<file path="src/rtl/triangle_burst_controller_if.sv">
// -----------------------------------------------------------------------------
// triangle_burst_controller_if
//   Command channel into the triangle burst controller. A command is a
//   {rate divider, period count} pair moved with a valid/ready handshake.
//
//   cmd_valid    master -> slave   command present
//   cmd_ready    slave  -> master  controller can take a command
//   cmd_div      master -> slave   strobe every cmd_div+1 clocks
//   cmd_periods  master -> slave   periods to run, 0 = free-run
// -----------------------------------------------------------------------------
interface triangle_burst_controller_if #(
  parameter int DIV_W = 16,
  parameter int CNT_W = 16
);

  logic             cmd_valid;
  logic             cmd_ready;
  logic [DIV_W-1:0] cmd_div;
  logic [CNT_W-1:0] cmd_periods;

  modport master (
    output cmd_valid,
    output cmd_div,
    output cmd_periods,
    input  cmd_ready
  );

  modport slave (
    input  cmd_valid,
    input  cmd_div,
    input  cmd_periods,
    output cmd_ready
  );

endinterface

</file>
<file path="src/rtl/triangle_burst_controller.sv">
// -----------------------------------------------------------------------------
// triangle_burst_controller
//   Runs a triangle_generator (width N) for a programmed number of complete
//   0 -> max -> 0 periods. A command sets the strobe rate and the period
//   count; the controller resets the generator, strobes its enable at the
//   programmed rate, counts finished periods and pulses done at the end.
//
//   clk           in   clock
//   rst           in   asynchronous reset, active-high
//   cmd           if   command channel (slave side)
//   pause         in   freeze prescaler and step count, no strobes
//   abort         in   end burst now, reset generator, no done
//   gen_rst       out  generator reset
//   gen_ena       out  generator enable strobe
//   busy          out  burst in progress (INIT or RUN)
//   done          out  one-cycle pulse after the last period completes
//   periods_done  out  completed periods of the current/last burst
//
//   state | meaning
//   ------+---------------------------------------------------------------
//   CLEAR | generator held in reset for one cycle, then go idle
//   IDLE  | waiting for a command, cmd_ready high
//   INIT  | command latched, generator held in reset for one cycle
//   RUN   | strobing gen_ena at the programmed rate, counting periods
//   DONE  | programmed period count reached, done pulse for one cycle
// -----------------------------------------------------------------------------
module triangle_burst_controller #(
  parameter int N     = 8,
  parameter int DIV_W = 16,
  parameter int CNT_W = 16
) (
  input  logic                         clk,
  input  logic                         rst,
  triangle_burst_controller_if.slave   cmd,
  input  logic                         pause,
  input  logic                         abort,
  output logic                         gen_rst,
  output logic                         gen_ena,
  output logic                         busy,
  output logic                         done,
  output logic [CNT_W-1:0]             periods_done
);

  // One generator period is 2^(N+1)-2 strobes: up 2^N-1 steps, down 2^N-1.
  localparam int              STEP_W    = N + 1;
  localparam int              PERIOD    = (1 << (N + 1)) - 2;
  localparam logic [STEP_W-1:0] STEP_LAST = STEP_W'(PERIOD - 1);

  typedef enum logic [2:0] {
    CLEAR = 3'd0,
    IDLE  = 3'd1,
    INIT  = 3'd2,
    RUN   = 3'd3,
    DONE  = 3'd4
  } state_t;

  state_t            state;
  state_t            state_nxt;

  logic [DIV_W-1:0]  div_r;
  logic [CNT_W-1:0]  per_r;
  logic [DIV_W-1:0]  presc;
  logic [STEP_W-1:0] step;

  logic              accept;
  logic              strobe;
  logic              period_end;
  logic              last_period;
  logic [CNT_W-1:0]  periods_inc;

  // ---------------------------------------------------------------------------
  // Strobe and period-completion decode
  // ---------------------------------------------------------------------------
  // pause/abort gate the strobe combinationally so a strobe is suppressed in
  // the very cycle they are raised.
  assign strobe      = (state == RUN) && (presc == div_r) && !pause && !abort;
  assign period_end  = strobe && (step == STEP_LAST);
  assign periods_inc = periods_done + CNT_W'(1);
  // per_r == 0 means free-run, so no period count can ever end the burst.
  assign last_period = (per_r != '0) && (periods_inc == per_r);
  assign accept      = (state == IDLE) && cmd.cmd_valid;

  assign gen_ena     = strobe;

  // ---------------------------------------------------------------------------
  // FSM state register
  // ---------------------------------------------------------------------------
  always_ff @(posedge clk or posedge rst) begin
    if (rst) begin
      state <= CLEAR;
    end else begin
      state <= state_nxt;
    end
  end

  // ---------------------------------------------------------------------------
  // FSM next state and Moore outputs
  // ---------------------------------------------------------------------------
  always_comb begin
    state_nxt     = state;
    gen_rst       = 1'b0;
    cmd.cmd_ready = 1'b0;
    busy          = 1'b0;
    done          = 1'b0;

    case (state)
      CLEAR: begin
        gen_rst   = 1'b1;
        state_nxt = IDLE;
      end

      IDLE: begin
        cmd.cmd_ready = 1'b1;
        if (accept) begin
          state_nxt = INIT;
        end
      end

      INIT: begin
        gen_rst = 1'b1;
        busy    = 1'b1;
        if (abort) begin
          state_nxt = CLEAR;
        end else begin
          state_nxt = RUN;
        end
      end

      RUN: begin
        busy = 1'b1;
        // abort wins over the final strobe; strobe is already masked by abort.
        if (abort) begin
          state_nxt = CLEAR;
        end else if (period_end && last_period) begin
          state_nxt = DONE;
        end
      end

      DONE: begin
        done = 1'b1;
        if (abort) begin
          state_nxt = CLEAR;
        end else begin
          state_nxt = IDLE;
        end
      end

      default: begin
        gen_rst   = 1'b1;
        state_nxt = CLEAR;
      end
    endcase
  end

  // ---------------------------------------------------------------------------
  // Command latch, prescaler, step and period counters
  // ---------------------------------------------------------------------------
  always_ff @(posedge clk or posedge rst) begin
    if (rst) begin
      div_r        <= '0;
      per_r        <= '0;
      presc        <= '0;
      step         <= '0;
      periods_done <= '0;
    end else begin
      if (accept) begin
        div_r        <= cmd.cmd_div;
        per_r        <= cmd.cmd_periods;
        presc        <= '0;
        step         <= '0;
        periods_done <= '0;
      end else if (state == RUN) begin
        if (!pause) begin
          if (presc == div_r) begin
            presc <= '0;
          end else begin
            presc <= presc + DIV_W'(1);
          end
        end

        if (strobe) begin
          if (period_end) begin
            step         <= '0;
            periods_done <= periods_inc;
          end else begin
            step <= step + STEP_W'(1);
          end
        end
      end
    end
  end

endmodule

</file>
<file path="src/flat_wrapper.sv">
// flat-port wrapper written by rule: the top's interface ports become plain ports
module triangle_burst_controller_flat 
#(
  parameter int N     = 8,
  parameter int DIV_W = 16,
  parameter int CNT_W = 16
)
  (clk, rst, pause, abort, gen_rst, gen_ena, busy, done, periods_done, cmd_cmd_valid, cmd_cmd_div, cmd_cmd_periods, cmd_cmd_ready);
  triangle_burst_controller_if #(.DIV_W(DIV_W), .CNT_W(CNT_W)) cmd_i ();
  input  logic clk;
  input  logic rst;
  input  logic pause;
  input  logic abort;
  output logic gen_rst;
  output logic gen_ena;
  output logic busy;
  output logic done;
  output logic [CNT_W-1:0] periods_done;
  input wire logic [$bits(cmd_i.cmd_valid)-1:0] cmd_cmd_valid;
  input wire logic [$bits(cmd_i.cmd_div)-1:0] cmd_cmd_div;
  input wire logic [$bits(cmd_i.cmd_periods)-1:0] cmd_cmd_periods;
  output wire logic [$bits(cmd_i.cmd_ready)-1:0] cmd_cmd_ready;
  assign cmd_i.cmd_valid = cmd_cmd_valid;
  assign cmd_i.cmd_div = cmd_cmd_div;
  assign cmd_i.cmd_periods = cmd_cmd_periods;
  assign cmd_cmd_ready = cmd_i.cmd_ready;
  triangle_burst_controller #(.N(N), .DIV_W(DIV_W), .CNT_W(CNT_W)) u_core (.clk(clk), .rst(rst), .cmd(cmd_i), .pause(pause), .abort(abort), .gen_rst(gen_rst), .gen_ena(gen_ena), .busy(busy), .done(done), .periods_done(periods_done));
endmodule
</file>
<file path="config.mk">
export PLATFORM = sky130hd
export DESIGN_NAME = triangle_burst_controller_flat
export DESIGN_NICKNAME = d
export VERILOG_FILES = /design/src/rtl/triangle_burst_controller_if.sv /design/src/rtl/triangle_burst_controller.sv /design/src/flat_wrapper.sv
export SDC_FILE = /design/constraint.sdc
export NUM_CORES = 1
export LEC_CHECK = 0
export CORE_AREA = 2 2 97 99
export DETAILED_ROUTE_END_ITERATION = 10
export DIE_AREA = 0 0 99 101
export PLACE_DENSITY = 0.86
export SLEW_MARGIN = 0
export SYNTH_ARGS = -nofsm -noshare
export SYNTH_HDL_FRONTEND = slang
export SYNTH_SLANG_ARGS = --single-unit
export TNS_END_PERCENT = 5
</file>
<file path="constraint.sdc">
create_clock -name clk -period 2.8 [get_ports clk]
set_input_delay 0.7 -clock clk [delete_from_list [all_inputs] [get_ports clk]]
set_output_delay 0.7 -clock clk [all_outputs]
set_load 0.02 [all_outputs]
</file>
Word-level counts from Yosys, hierarchy flattened
Index checks and enable logic that the tools add are counted.
{"block": "totals", "ff_bits": 76, "inputBits": 37, "output_inout_bits": 21, "word_cells": 61}
{"block": "classes", "n_addsub": 3, "n_eq_ne": 10, "n_mux": 22, "reduce_logical": 20}
{"cell": "two-way mux 16 bit", "n": 8}
{"cell": "two-way mux 9 bit", "n": 4}
{"cell": "adder 16 x 1 -> 16 bit (second input constant)", "n": 2}
{"cell": "== test 16 bit", "n": 2}
{"cell": "nonzero test 16 bit", "n": 1}
{"cell": "case mux 3 bit (5 select lines)", "n": 1}
{"cell": "adder 9 x 1 -> 9 bit (second input constant)", "n": 1}
{"cell": "== test 9 bit (second input constant)", "n": 1}
{"cell": "two-way mux 3 bit", "n": 3}
{"cell": "logical AND 1 bit", "n": 7}
{"cell": "== test 3 x 2 -> 1 bit (second input constant)", "n": 2}
{"cell": "AND reduction 2 bit", "n": 3}
{"cell": "nonzero test 2 bit", "n": 3}
{"cell": "two-way mux 1 bit", "n": 5}
{"cell": "!= test 2 x 1 -> 1 bit (second input constant)", "n": 2}
{"cell": "== test 3 x 1 -> 1 bit (second input constant)", "n": 1}
{"cell": "== test 3 bit (second input constant)", "n": 1}
{"cell": "zero test 3 bit", "n": 1}
{"cell": "!= test 3 bit (second input constant)", "n": 1}
{"cell": "AND reduction 3 bit", "n": 1}
{"cell": "OR reduction 3 bit", "n": 1}
{"cell": "zero test 1 bit", "n": 2}
{"cell": "two-way mux 2 bit", "n": 1}
{"cell": "OR reduction 2 bit", "n": 1}

Longest topological paths before layout
{"block": "depth", "depth_word": 9, "mapped_depth": 9, "mapped_depth_nobuf": 7}

Least setup slack after synthesis
OpenSTA, ideal clock, no wires.
{"block": "synth_timing", "path_kind": "register to register", "startpoint": "reg u_core.periods_done[0]", "endpoint": "reg u_core.state[0]", "setup_time_ns": 0.135, "arrival_time_ns": 2.244, "t_required_ns": 2.665, "setup_slack_ns": 0.421, "stages_incl_launch_ff": 8, "path_buffers": 0, "synth_period_minus_slack_ns": 2.379, "cell_sequence": "dfrtp_1 ha_1 nand4_2 or4_4 xnor2_2 o2111ai_1 nor4_2 a21oi_1"}
{"block": "synth_via", "elab_chain_cells": 6}
{"element": "start, declared", "line_no": "triangle_burst_controller.sv:41", "source": "output logic [CNT_W-1:0] periods_done"}
{"element": "start signal, assigned", "line_no": "triangle_burst_controller.sv:184", "source": "periods_done <= periods_inc;"}
{"element": "adder 16 x 1 -> 16 bit", "line_no": "triangle_burst_controller.sv:78", "source": "assign periods_inc = periods_done + CNT_W'(1);"}
{"element": "== test 16 bit", "line_no": "triangle_burst_controller.sv:80", "source": "assign last_period = (per_r != '0) && (periods_inc == per_r);"}
{"element": "logical AND 1 bit", "line_no": "triangle_burst_controller.sv:80"}
{"element": "logical AND 1 bit", "line_no": "triangle_burst_controller.sv:134", "source": "end else if (period_end && last_period) begin"}
{"element": "!= test 3 bit (no line)"}
{"element": "AND reduction 2 bit (no line)"}
{"element": "end signal, assigned", "line_no": "triangle_burst_controller.sv:92", "source": "state <= state_nxt;"}
{"element": "end, declared", "line_no": "triangle_burst_controller.sv:57", "source": "state_t state;"}
No other way between the ends.
A chain may end at the register's enable or synchronous reset.

Final worst setup path
{"block": "layout_timing", "startpoint": "reg u_core.presc[7]", "endpoint": "out gen_ena"}
{"block": "layout_via", "elab_chain_cells": 4}
{"element": "start, declared", "line_no": "triangle_burst_controller.sv:62", "source": "logic [DIV_W-1:0] presc;"}
{"element": "start signal, assigned", "line_no": "triangle_burst_controller.sv:177", "source": "presc <= presc + DIV_W'(1);"}
{"element": "== test 16 bit", "line_no": "triangle_burst_controller.sv:76", "source": "assign strobe = (state == RUN) && (presc == div_r) && !pause && !abort;"}
{"element": "logical AND 1 bit (3 in series)", "line_no": "triangle_burst_controller.sv:76"}
{"element": "end, declared", "line_no": "flat_wrapper.sv:15", "source": "output logic gen_ena;"}
No other way between the ends.

==> flow_summary.rst <==
.. list-table::
   :header-rows: 1

   * - Metric
     - Value
   * - Placer congestion estimate
     - 0.925
   * - Slew at the pin with the worst max-slew slack
     - 0.561 ns
   * - Cell-by-cell listing of the critical path
     - xnor2_1 -> nand4_1 -> nor4_4 -> nand2_2 -> inv_1 -> clkdlybuf4s15_2
   * - Ant. Diodes
     - 0
   * - Capture point of the worst reg-to-reg path
     - u_core.state[0]
   * - Setup slack of the worst register-to-register path
     - 0.10 ns
   * - Cell area power density
     - 753 nW/µm²
   * - First DRT Iteration DRCs
     - 389
   * - Total I/O pin count
     - 58
   * - Area of the core
     - 8980 µm²
   * - Share of post-route cells with drive strength above 1
     - 0.101
   * - Portion of the post-synthesis area used by sequential elements
     - 0.433
   * - Detailed Route WL
     - 11.3 mm
   * - Final layout net count
     - 613
   * - CTS sink cnt
     - 76
   * - Root buffer cell
     - clkbuf_8
   * - Number of enable flip-flop cells after synthesis
     - 0
   * - YS warnings
     - 0
   * - Share of the synthesized area in the top cell type
     - 0.433
   * - Sort of element at the start of the critical path
     - flop
   * - Row count
     - 35
   * - GRT Residual Overflow
     - 0
   * - Buffers on Ports
     - 57
   * - Endpoint of the worst hold-timing path
     - u_core.div_r[14]
   * - Total clock buffers created by CTS
     - 9
   * - Count of distinct cell types in the synthesized netlist
     - 56
   * - RSZ-0062 raised after global routing
     - false
   * - Class of the most critical setup path
     - flop to primary output
   * - Final clock period utilization by the worst path
     - 0.972
   * - Wire length of the first global-routing pass
     - 18.4 mm
   * - R2R Path Start
     - u_core.periods_done[0]
   * - Kind of end point of the critical path
     - primary output
   * - All-layer global routing usage
     - 0.231
   * - Total via count in the routed design
     - 4015
   * - Origin of the worst setup path
     - u_core.presc[7]
   * - Hold Path Class
     - flop to flop
   * - Quantity of hold-fixing buffers added after cts
     - 0
   * - Mean number of vias per cell
     - 5.84
   * - Final-layout worst hold slack
     - 0.509 ns
   * - Max clock buf depth
     - 2
   * - Final setup skew
     - 0.0135 ns
   * - Post-detailed-placement half-perimeter wirelength
     - 8.12 mm
   * - DRC violations left
     - 0
   * - Total of endpoints with negative setup slack in the final report
     - 0
   * - Die W
     - 99 µm
   * - Mapped cell area
     - 4390 µm²
   * - Final worst setup slack
     - 0.0788 ns
   * - Endpoints failing hold
     - 0
   * - Flops & latches, synth
     - 76
   * - Synthesized net count
     - 545
   * - Number of max-cap violations
     - 0
   * - Antenna-violating nets left
     - 0
   * - Worst-path maximum fanout
     - 6
   * - Delay of the slowest cell on the worst path
     - 0.46 ns
   * - Cell type of the slowest stage on the worst timing path
     - dfrtp_1
   * - Post-place setup slack
     - -0.342 ns
   * - Peak supply drop
     - 0.392 mV
   * - Area contributors post-synth
     - dfrtp_1 (43%), nand2_1 (9.8%), xnor2_1 (6.4%)
   * - Number of optimization iterations in the first detailed-route pass
     - 5
   * - Post-Route Setup TNS
     - 0 ns
   * - Clock insertion delay at the later pin of the skew report
     - 0.37 ns
   * - Initial cell density of the core
     - 0.489
   * - Hold path depth
     - 2
   * - Routed length per placed instance
     - 16.4 µm
   * - Worst Reg-to-Reg Cells
     - 7
   * - Status
     - finished clean
   * - Clk pin slew, worst setup/hold paths
     - 0.08 ns
   * - Launch instance of the worst min-delay path
     - u_core.div_r[14]
   * - Post-Syn Instances
     - 504
   * - Time the final worst path needs with I/O delays and setup
     - 2.72 ns
   * - Tightest slew margin relative to the limit
     - 0.622
   * - Cell type contributing the most total cell area after synthesis
     - dfrtp_1
   * - Achievable clock frequency
     - 367 MHz
   * - Leak
     - 2.46 nW
   * - Number of global-route vias before repair
     - 3812
   * - Maximum level of the CTS H-tree
     - 3
   * - Number of max-slew violations in the final report
     - 0
   * - Arr. time, crit path
     - 2.02 ns
   * - Syn_area_per_cell
     - 8.71 µm²
   * - Synth-to-layout area growth
     - 23.9%
   * - Overall die height
     - 101 µm
   * - Pin count of the biggest net entering global routing
     - 48
   * - Required time at the worst-slack endpoint
     - 2.10 ns
   * - Die area
     - 10000 µm²
   * - TritonCTS clock tree
     - built
   * - Async set-or-reset flop fraction in the synthesized netlist
     - 1.00
   * - Post-layout total power
     - 4.09 mW
   * - Top FF cell, synth
     - dfrtp_1
   * - Initial antenna violation count
     - 0
[state kept, by name (all words and copies together) (netlist names)]
name,cells
u_core.step,9
u_core.periods_done,16
u_core.per_r,16
u_core.presc,16
u_core.div_r,16
u_core.state,3
[how the worst max path moves through the flow]
stage / slack (ns) / endpoint
3_3_place_gp: -0.30 / gen_ena
5_1_grt: 0.003 / u_core.state[0]
6_report: 0.08 / gen_ena
3_5_place_dp: -0.34 / gen_ena
4_1_cts: 0.02 / gen_ena
2_1_floorplan: 0.16 / u_core.div_r[0]
[cells in the mapped netlist, drive strengths merged (2+ instances only)]
| cell | n |
|---|---|
| nand4 | 9 |
| a211oi | 2 |
| inv | 13 |
| xor2 | 15 |
| o2111ai | 2 |
| nand3 | 29 |
| nor3b | 3 |
| nor2b | 8 |
| or4 | 3 |
| nand2 | 115 |
| and4 | 3 |
| nor3 | 21 |
| o21a | 2 |
| dfrtp | 76 |
| buf | 12 |
| a22o | 2 |
| and2 | 3 |
| mux2i | 10 |
| nor2 | 24 |
| ha | 4 |
| o21ai | 32 |
| mux2 | 5 |
| a21o | 9 |
| or3 | 5 |
| nor4 | 11 |
| xnor2 | 33 |
| nand2b | 3 |
| a21oi | 14 |
| and3 | 11 |
| clkbuf | 12 |
[cells in the final DEF, fill, tap and decap left out, types with 12 or more instances in the layout]
cell type          n
nor2_1            24
o21ai_0           28
xor2_1            15
nor3_1            21
xnor2_1           32
nand2_1          114
nand3_1           27
buf_4             21
a21oi_1           14
dfrtp_1           75
inv_1             12
clkdlybuf4s50_1   56
[cell type report]
class	instances	area, µm²
clock buffers	9	124
fillers	714	3540
multi-input cells	391	2330
inverters	13	48.8
repair buffers	81	790
flip-flops and latches	76	1900
clock inverters	7	98.8
well taps	111	139
[stage by stage]
stage          instances  instance area, µm²   util
2_1_floorplan        504                4390      -
4_1_cts              687                5420  0.604
6_report             688                5440  0.606
3_5_place_dp         671                5200  0.579
5_1_grt              688                5440  0.606
3_3_place_gp         671                5200  0.579
[cells by family (layout without fill, tap and decap cells)]
group           count (synthesis)  count (layout)  share of synthesized area
fa+ha+maj                       5               5                     0.0137
flops                          76              76                      0.433
buf+inv                        37             110                     0.0362
xor+xnor                       48              48                     0.0975
simple gates                  252             252                      0.286
mux                            15              15                     0.0356
compound gates                 71              71                     0.0975
[layer usage]
metal  part of all wire  vias to the layer above  GRT usage
met3              0.062                       35     0.0333
met4              0.029                        0      0.107
li1                   -                     1862          -
met5                  0                        -          0
met1               0.42                     1938      0.307
met2               0.49                      180      0.376
[repair_timing]
action	4_1_cts	5_1_grt
buffers inserted	0	1
setup endpoints to repair	1	1
gates resized for setup	4	3
pin swaps	0	3
[where the power goes]
part           internal, mW  total (mW)  switching [mW]
clock                 0.508       0.946           0.438
combinational         0.654        1.47           0.811
sequential             1.37        1.68           0.310
total                  2.53        4.09            1.56
[worst max-delay path, delay by kind of cell (launching register included)]
family	cells	cell delay, ns
buf+inv	2	0.37
flops	1	0.46
xor+xnor	1	0.18
simple gates	3	0.66
Note: power is estimated with default switching activity, not from simulation.
